File: config.mk
export PLATFORM = sky130hd
export DESIGN_NAME = instr_sequencer
export DESIGN_NICKNAME = d
export VERILOG_FILES = /design/src/rtl/cpu_pkg.sv /design/src/rtl/instr_decoder.sv /design/src/rtl/instr_sequencer.sv
export SDC_FILE = /design/constraint.sdc
export NUM_CORES = 1
export LEC_CHECK = 0
export CORE_MARGIN = 5
export CORE_UTILIZATION = 50
export CTS_CLUSTER_DIAMETER = 120
export DETAILED_ROUTE_END_ITERATION = 12
export GPL_TIMING_DRIVEN = 0
export PLACE_DENSITY = 0.85
export SLEW_MARGIN = 20
export SYNTH_ARGS = -nofsm -noshare
export SYNTH_HDL_FRONTEND = slang
export SYNTH_SLANG_ARGS = --single-unit
File: constraint.sdc
create_clock -name clk -period 10.3 [get_ports clk]
set_clock_uncertainty 0.2 [all_clocks]
set_input_delay 2.06 -clock clk [delete_from_list [all_inputs] [get_ports clk]]
set_output_delay 2.06 -clock clk [all_outputs]
set_load 0.02 [all_outputs]
File: src/rtl/cpu_pkg.sv
// Shared types and encodings for the instruction sequencer and its decoder.
package cpu_pkg;

  typedef enum logic [2:0] {
    S_IDLE    = 3'd0,
    S_FETCH   = 3'd1,
    S_DECODE  = 3'd2,
    S_EXECUTE = 3'd3,
    S_HALT    = 3'd4
  } state_e;

  localparam logic [6:0] OPC_OP     = 7'b0110011;
  localparam logic [6:0] OPC_OPIMM  = 7'b0010011;
  localparam logic [6:0] OPC_SYSTEM = 7'b1110011;

  localparam logic [3:0] ALU_ADD  = 4'b0000;
  localparam logic [3:0] ALU_SUB  = 4'b1000;
  localparam logic [3:0] ALU_SLL  = 4'b0001;
  localparam logic [3:0] ALU_SLT  = 4'b0010;
  localparam logic [3:0] ALU_SLTU = 4'b0011;
  localparam logic [3:0] ALU_XOR  = 4'b0100;
  localparam logic [3:0] ALU_SRL  = 4'b0101;
  localparam logic [3:0] ALU_SRA  = 4'b1101;
  localparam logic [3:0] ALU_OR   = 4'b0110;
  localparam logic [3:0] ALU_AND  = 4'b0111;

endpackage

File: src/rtl/instr_decoder.sv
// Combinational decode of the instruction register into register addresses,
// ALU operation and immediate controls.
module instr_decoder
  import cpu_pkg::*;
(
  input  logic [31:0] ir_i,
  output logic [4:0]  readReg1_o,
  output logic [4:0]  readReg2_o,
  output logic [4:0]  writeReg_o,
  output logic [3:0]  ALUOp_o,
  output logic        aluSrcImm_o,
  output logic [31:0] imm_o,
  output logic        legal_o,
  output logic        isSystem_o
);

  logic [6:0]         opcode;
  logic [2:0]         funct3;
  logic signed [31:0] imm_s;

  assign opcode     = ir_i[6:0];
  assign funct3     = ir_i[14:12];
  assign readReg1_o = ir_i[19:15];
  assign readReg2_o = ir_i[24:20];
  assign writeReg_o = ir_i[11:7];
  assign imm_s      = {{20{ir_i[31]}}, ir_i[31:20]};
  assign imm_o      = imm_s;

  always_comb begin
    ALUOp_o     = ALU_ADD;
    aluSrcImm_o = 1'b0;
    legal_o     = 1'b0;
    isSystem_o  = 1'b0;
    case (opcode)
      OPC_OP: begin
        ALUOp_o = {ir_i[30], funct3};
        legal_o = 1'b1;
      end
      OPC_OPIMM: begin
        // Only the shift-right immediates use IR[30] to pick SRA vs SRL.
        ALUOp_o     = (funct3 == 3'b101) ? {ir_i[30], 3'b101} : {1'b0, funct3};
        aluSrcImm_o = 1'b1;
        legal_o     = 1'b1;
      end
      OPC_SYSTEM: isSystem_o = 1'b1;
      default: ;
    endcase
  end

endmodule

File: src/rtl/instr_sequencer.sv
// Multi-cycle fetch/decode/execute control FSM: fetches over a req/ack
// handshake, holds the instruction register and sequences the regWrite strobe.
module instr_sequencer
  import cpu_pkg::*;
#(
  parameter int                 ADDR_W   = 32,
  parameter logic [ADDR_W-1:0]  RESET_PC = '0
) (
  input  logic              clk,
  input  logic              rst,
  input  logic              start,
  output logic              imemReq,
  output logic [ADDR_W-1:0] imemAddr,
  input  logic              imemAck,
  input  logic [31:0]       imemData,
  output logic [4:0]        readReg1,
  output logic [4:0]        readReg2,
  output logic [4:0]        writeReg,
  output logic [3:0]        ALUOp,
  output logic              aluSrcImm,
  output logic [31:0]       imm,
  output logic              regWrite,
  output logic              busy,
  output logic              halted,
  output logic              illegal,
  output logic [31:0]       instrCount
);

  state_e            state_q, state_d;
  logic [ADDR_W-1:0] pc_q, pc_d;
  logic [31:0]       ir_q, ir_d;
  logic [31:0]       cnt_q, cnt_d;
  logic              illegal_q, illegal_d;
  logic              dec_legal, dec_system;

  instr_decoder u_dec (
    .ir_i        (ir_q),
    .readReg1_o  (readReg1),
    .readReg2_o  (readReg2),
    .writeReg_o  (writeReg),
    .ALUOp_o     (ALUOp),
    .aluSrcImm_o (aluSrcImm),
    .imm_o       (imm),
    .legal_o     (dec_legal),
    .isSystem_o  (dec_system)
  );

  always_ff @(posedge clk or posedge rst) begin
    if (rst) begin
      state_q   <= S_IDLE;
      pc_q      <= RESET_PC;
      ir_q      <= '0;
      cnt_q     <= '0;
      illegal_q <= 1'b0;
    end else begin
      state_q   <= state_d;
      pc_q      <= pc_d;
      ir_q      <= ir_d;
      cnt_q     <= cnt_d;
      illegal_q <= illegal_d;
    end
  end

  always_comb begin
    state_d   = state_q;
    pc_d      = pc_q;
    ir_d      = ir_q;
    cnt_d     = cnt_q;
    illegal_d = illegal_q;
    case (state_q)
      S_IDLE: if (start) state_d = S_FETCH;
      S_FETCH: begin
        if (imemAck) begin
          ir_d    = imemData;
          state_d = S_DECODE;
        end
      end
      S_DECODE: begin
        if (dec_legal) begin
          state_d = S_EXECUTE;
        end else begin
          state_d   = S_HALT;
          illegal_d = !dec_system;
        end
      end
      S_EXECUTE: begin
        // Retirement counts even when the x0 write is suppressed.
        cnt_d   = cnt_q + 32'd1;
        pc_d    = pc_q + ADDR_W'(4);
        state_d = S_FETCH;
      end
      S_HALT: begin
        if (start) begin
          state_d   = S_FETCH;
          pc_d      = RESET_PC;
          illegal_d = 1'b0;
        end
      end
      default: state_d = S_IDLE;
    endcase
  end

  // Strobes decode directly from state so an async reset kills them at once.
  assign imemReq    = (state_q == S_FETCH);
  assign imemAddr   = pc_q;
  assign regWrite   = (state_q == S_EXECUTE) && (writeReg != 5'd0);
  assign busy       = (state_q == S_FETCH) || (state_q == S_DECODE) ||
                      (state_q == S_EXECUTE);
  assign halted     = (state_q == S_HALT);
  assign illegal    = illegal_q;
  assign instrCount = cnt_q;

endmodule

==> reports/metrics.yaml <==
place:
  io_buffers: 154
  place_area_sq_um: 6800
  hpwl_um: 9170
  placed_cells: 763
  place.gp.congestion: 0.862
detailed_routing:
  drtIter0Drc: 199
  wl_met3_um: 1010
  route.vias.total: 4162
  drtPass1Iterations: 5
  ant_nets: 0
  top_layer: "met4"
  drc: 0
  wl_per_cell_um: 15.7
  viasPerCell: 5.34
  wl_um: 12200
  dr_wl_met2_um: 5890
  met1Wirelength_um: 5180
sta:
  hold_viol_final: 0
  tightest_slew_ns: 0.785
  fmax_mhz: 204
  period_minus_slack_ns: 4.91
  period_share_pct: 47.6
  slew_headroom_pct: 47.2
  report.final.slew_viol_count: 0
  tns_ns: 0
  finalSetupViolCount: 0
  holdWs_ns: 0.298
  rsz0062_at_grt: "no"
clock_tree:
  cts-root-buf: "clkbuf_8"
  cts-htree-levels: 3
  clk_latency_ns: 0.36
  cts_tree: "built"
  ctsResizeCount: 0
  ctsHoldBuffers: 0
  clk_pin_slew_ns: 0.10
  clock-sinks: 98
  post_cts_buffers: 0
  cts_made_buffers: 9
  clockBufferDepth: 2
grt:
  grtUsageTotal_pct: 20.2
  grt_pass1_wl_um: 20900
  grt_remaining_overflow: 0
  antenna_found_initial: 0
  grt_pass1_vias: 4193
  grt_max_degree: 64
run_status:
  status: "finished, final reports clean"
hold_path:
  hp-start: "instrCount[14]$_DFFE_PP0P_"
  hp-class: "flip-flop to flip-flop"
  holdPathStages: 1
  worstHoldEndpoint: "instrCount[14]$_DFFE_PP0P_"
setup_path:
  crit_required_ns: 8.04
  worstPathMaxFanout: 10
  arrival_ns: 2.65
  worst-r2r-cell-count: 6
  critPathLaunchType: "flip-flop"
  worst_setup_path_end_kind: "output port"
  reg2reg_to: "instrCount[13]$_DFFE_PP0P_"
  rrSetupSlack_ns: 7.85
  path_class: "flip-flop to output port"
  timing.rr.start: "state_q[2]$_DFFE_PP0P_"
logic_synthesis:
  synth_cell_types: 47
  syn_inst: 474
  synth_flop_cell: "dfrtp_1"
  ys_warn_count: 0
  async_flop_share_pct: 100
  synth_top_family_by_area: "simple AND/OR/NAND/NOR gates"
  netlist_area_sq_um: 5050
  synth_edf_count: 0
  synth_xor_area_share_pct: 7.11
  synth_compound_gate_area_share_pct: 5.50
  synthSimpleGateAreaFrac_pct: 20.7
  synth-seq-cells: 98
  synth_adder_area_share_pct: 0.495
  avgSynthCellArea_sq_um: 10.7
  yosys-mux-area-fraction_pct: 7.28
  yosysSeqAreaShare_pct: 48.5
power_and_ir_drop:
  pwr-share-seq_pct: 35.1
  power_leakage_nw: 3.01
  power.density_nw_per_um2: 248
  pwr-share-comb_pct: 49.6
  p_int_mw: 1.10
  clkPwrFrac_pct: 15.2
  switching_share_pct: 36.8
  ir_drop_uv: 165
  switchingPower_uw: 639
finish:
  final_cells: 779
  postLayoutCellArea_sq_um: 7010
  nets: 679
  drive_above_1_share_pct: 19.2
  area.growth.synth_to_final_pct: 38.7
  diodes: 0
floorplanning:
  core_area_sq_um: 9820
  ios: 157
  die_h_um: 111
  die_area_sq_um: 12200
  rows: 36
  fp.dieW_um: 111
  initial_core_util_pct: 51.5
flow_run:
  maxCapViolations: 0
synthesized netlist by cell type (4+ instances only):
library cell | instances | share of area (%)
nand4_1 | 21 | 2.6
or3_1 | 6 | 0.74
nand3_1 | 19 | 1.9
and4_1 | 7 | 1.2
buf_2 | 7 | 0.69
a21oi_1 | 18 | 1.8
dfrtp_1 | 98 | 49
buf_4 | 51 | 7.6
nor3_1 | 20 | 2.0
and3_1 | 4 | 0.50
clkbuf_1 | 5 | 0.37
xnor2_1 | 21 | 3.6
inv_1 | 12 | 0.89
mux2_2 | 30 | 6.7
or4_1 | 13 | 1.9
xor2_1 | 20 | 3.5
and2_1 | 4 | 0.50
nor2_1 | 23 | 1.7
nand2_1 | 28 | 2.1
nor4_1 | 8 | 0.99
or2_2 | 5 | 0.62
o21ai_0 | 8 | 0.79
o31ai_1 | 11 | 1.6
power by group through the flow:
| stage | Sequential [mW] | Clock, mW | Combinational (mW) |
|---|---|---|---|
| finish | 0.610 | 0.265 | 0.863 |
| global route | 0.632 | 0.287 | 0.926 |
| CTS | 0.610 | 0.270 | 0.875 |
| detailed placement | 0.617 | 0 | 0.872 |
| global placement | 0.607 | 0 | 0.850 |
| floorplan | 0.634 | 0 | 0.481 |
sequential cells by signal (all words and copies together), names as in the netlist:
| register | flops |
|---|---|
| state_q | 3 |
| imemAddr | 30 |
| instrCount | 32 |
| ir_q | 32 |
| illegal | 1 |
cell type report:
type                    count  area [sq um]
flip-flops and latches     98          2450
plain buffers              67           474
fillers                   745          2810
multi-input cells         298          2090
inverters                  12          50.0
clock buffers              11           151
clock inverters             5          62.6
well taps                 133           166
repair buffers            155          1570
worst max path at each step:
stage                                          end              startpoint  slack (ns)  cells after the start
after global routing                      regWrite  state_q[2]$_DFFE_PP0P_        5.31                      6
final                                     regWrite  state_q[2]$_DFFE_PP0P_        5.39                      6
after floorplan                illegal$_DFFE_PP0P_                     rst        5.48                      1
after detailed placement                  regWrite  state_q[2]$_DFFE_PP0P_        5.82                      6
after global placement    imemAddr[19]$_DFFE_PP0P_                     rst        4.02                      2
after CTS                                 regWrite  state_q[2]$_DFFE_PP0P_        5.41                      6
cell usage in the layout (no fill, tap or decap), drive strengths merged, types with 2 or more instances in the layout:
cell and instances:
a21oi 18, and2 4, and3 4, and4 7
buf 63, clkbuf 16, clkdlybuf4s50 154, clkinv 2
clkinvlp 2, conb 2, dfrtp 98, ha 2
inv 12, mux2 30, mux2i 3, nand2 28
nand2b 2, nand3 19, nand3b 3, nand4 23
nor2 23, nor3 20, nor4 12, o21ai 9
o31ai 11, or2 5, or3 7, or4 13
xnor2 21, xor2 20
routing by layer:
layer  vias up  track usage, %
met5         -               0
met2       157            32.9
li1       1971               -
met4         0            4.60
met1      2019            26.3
met3        15            6.84
logic make-up (layout without fill, tap and decap cells):
logic type	Yosys count	after routing
simple gates	175	175
flops	98	98
buf+inv	79	250
compound gates	45	45
xor+xnor	41	41
mux	33	33
fa+ha+maj	2	2
other cells	1	2
through the flow:
stage,total power [mW],setup WS (ns),util [%]
finish,1.74,5.39,71.4
global route,1.84,5.31,71.4
CTS,1.75,5.41,71.4
detailed placement,1.49,5.82,69.2
global placement,1.46,4.02,68.9
floorplan,1.12,5.48,-
worst max-delay path, stage by stage (launching register included):
cell and delay, ns:
dfrtp_1 0.36, buf_6 0.13, nand3b_1 0.14, clkbuf_1 0.43
clkbuf_1 0.57, a21oi_1 0.09, clkdlybuf4s50_1 0.57
No activity file was read; power rests on OpenSTA's default activity.
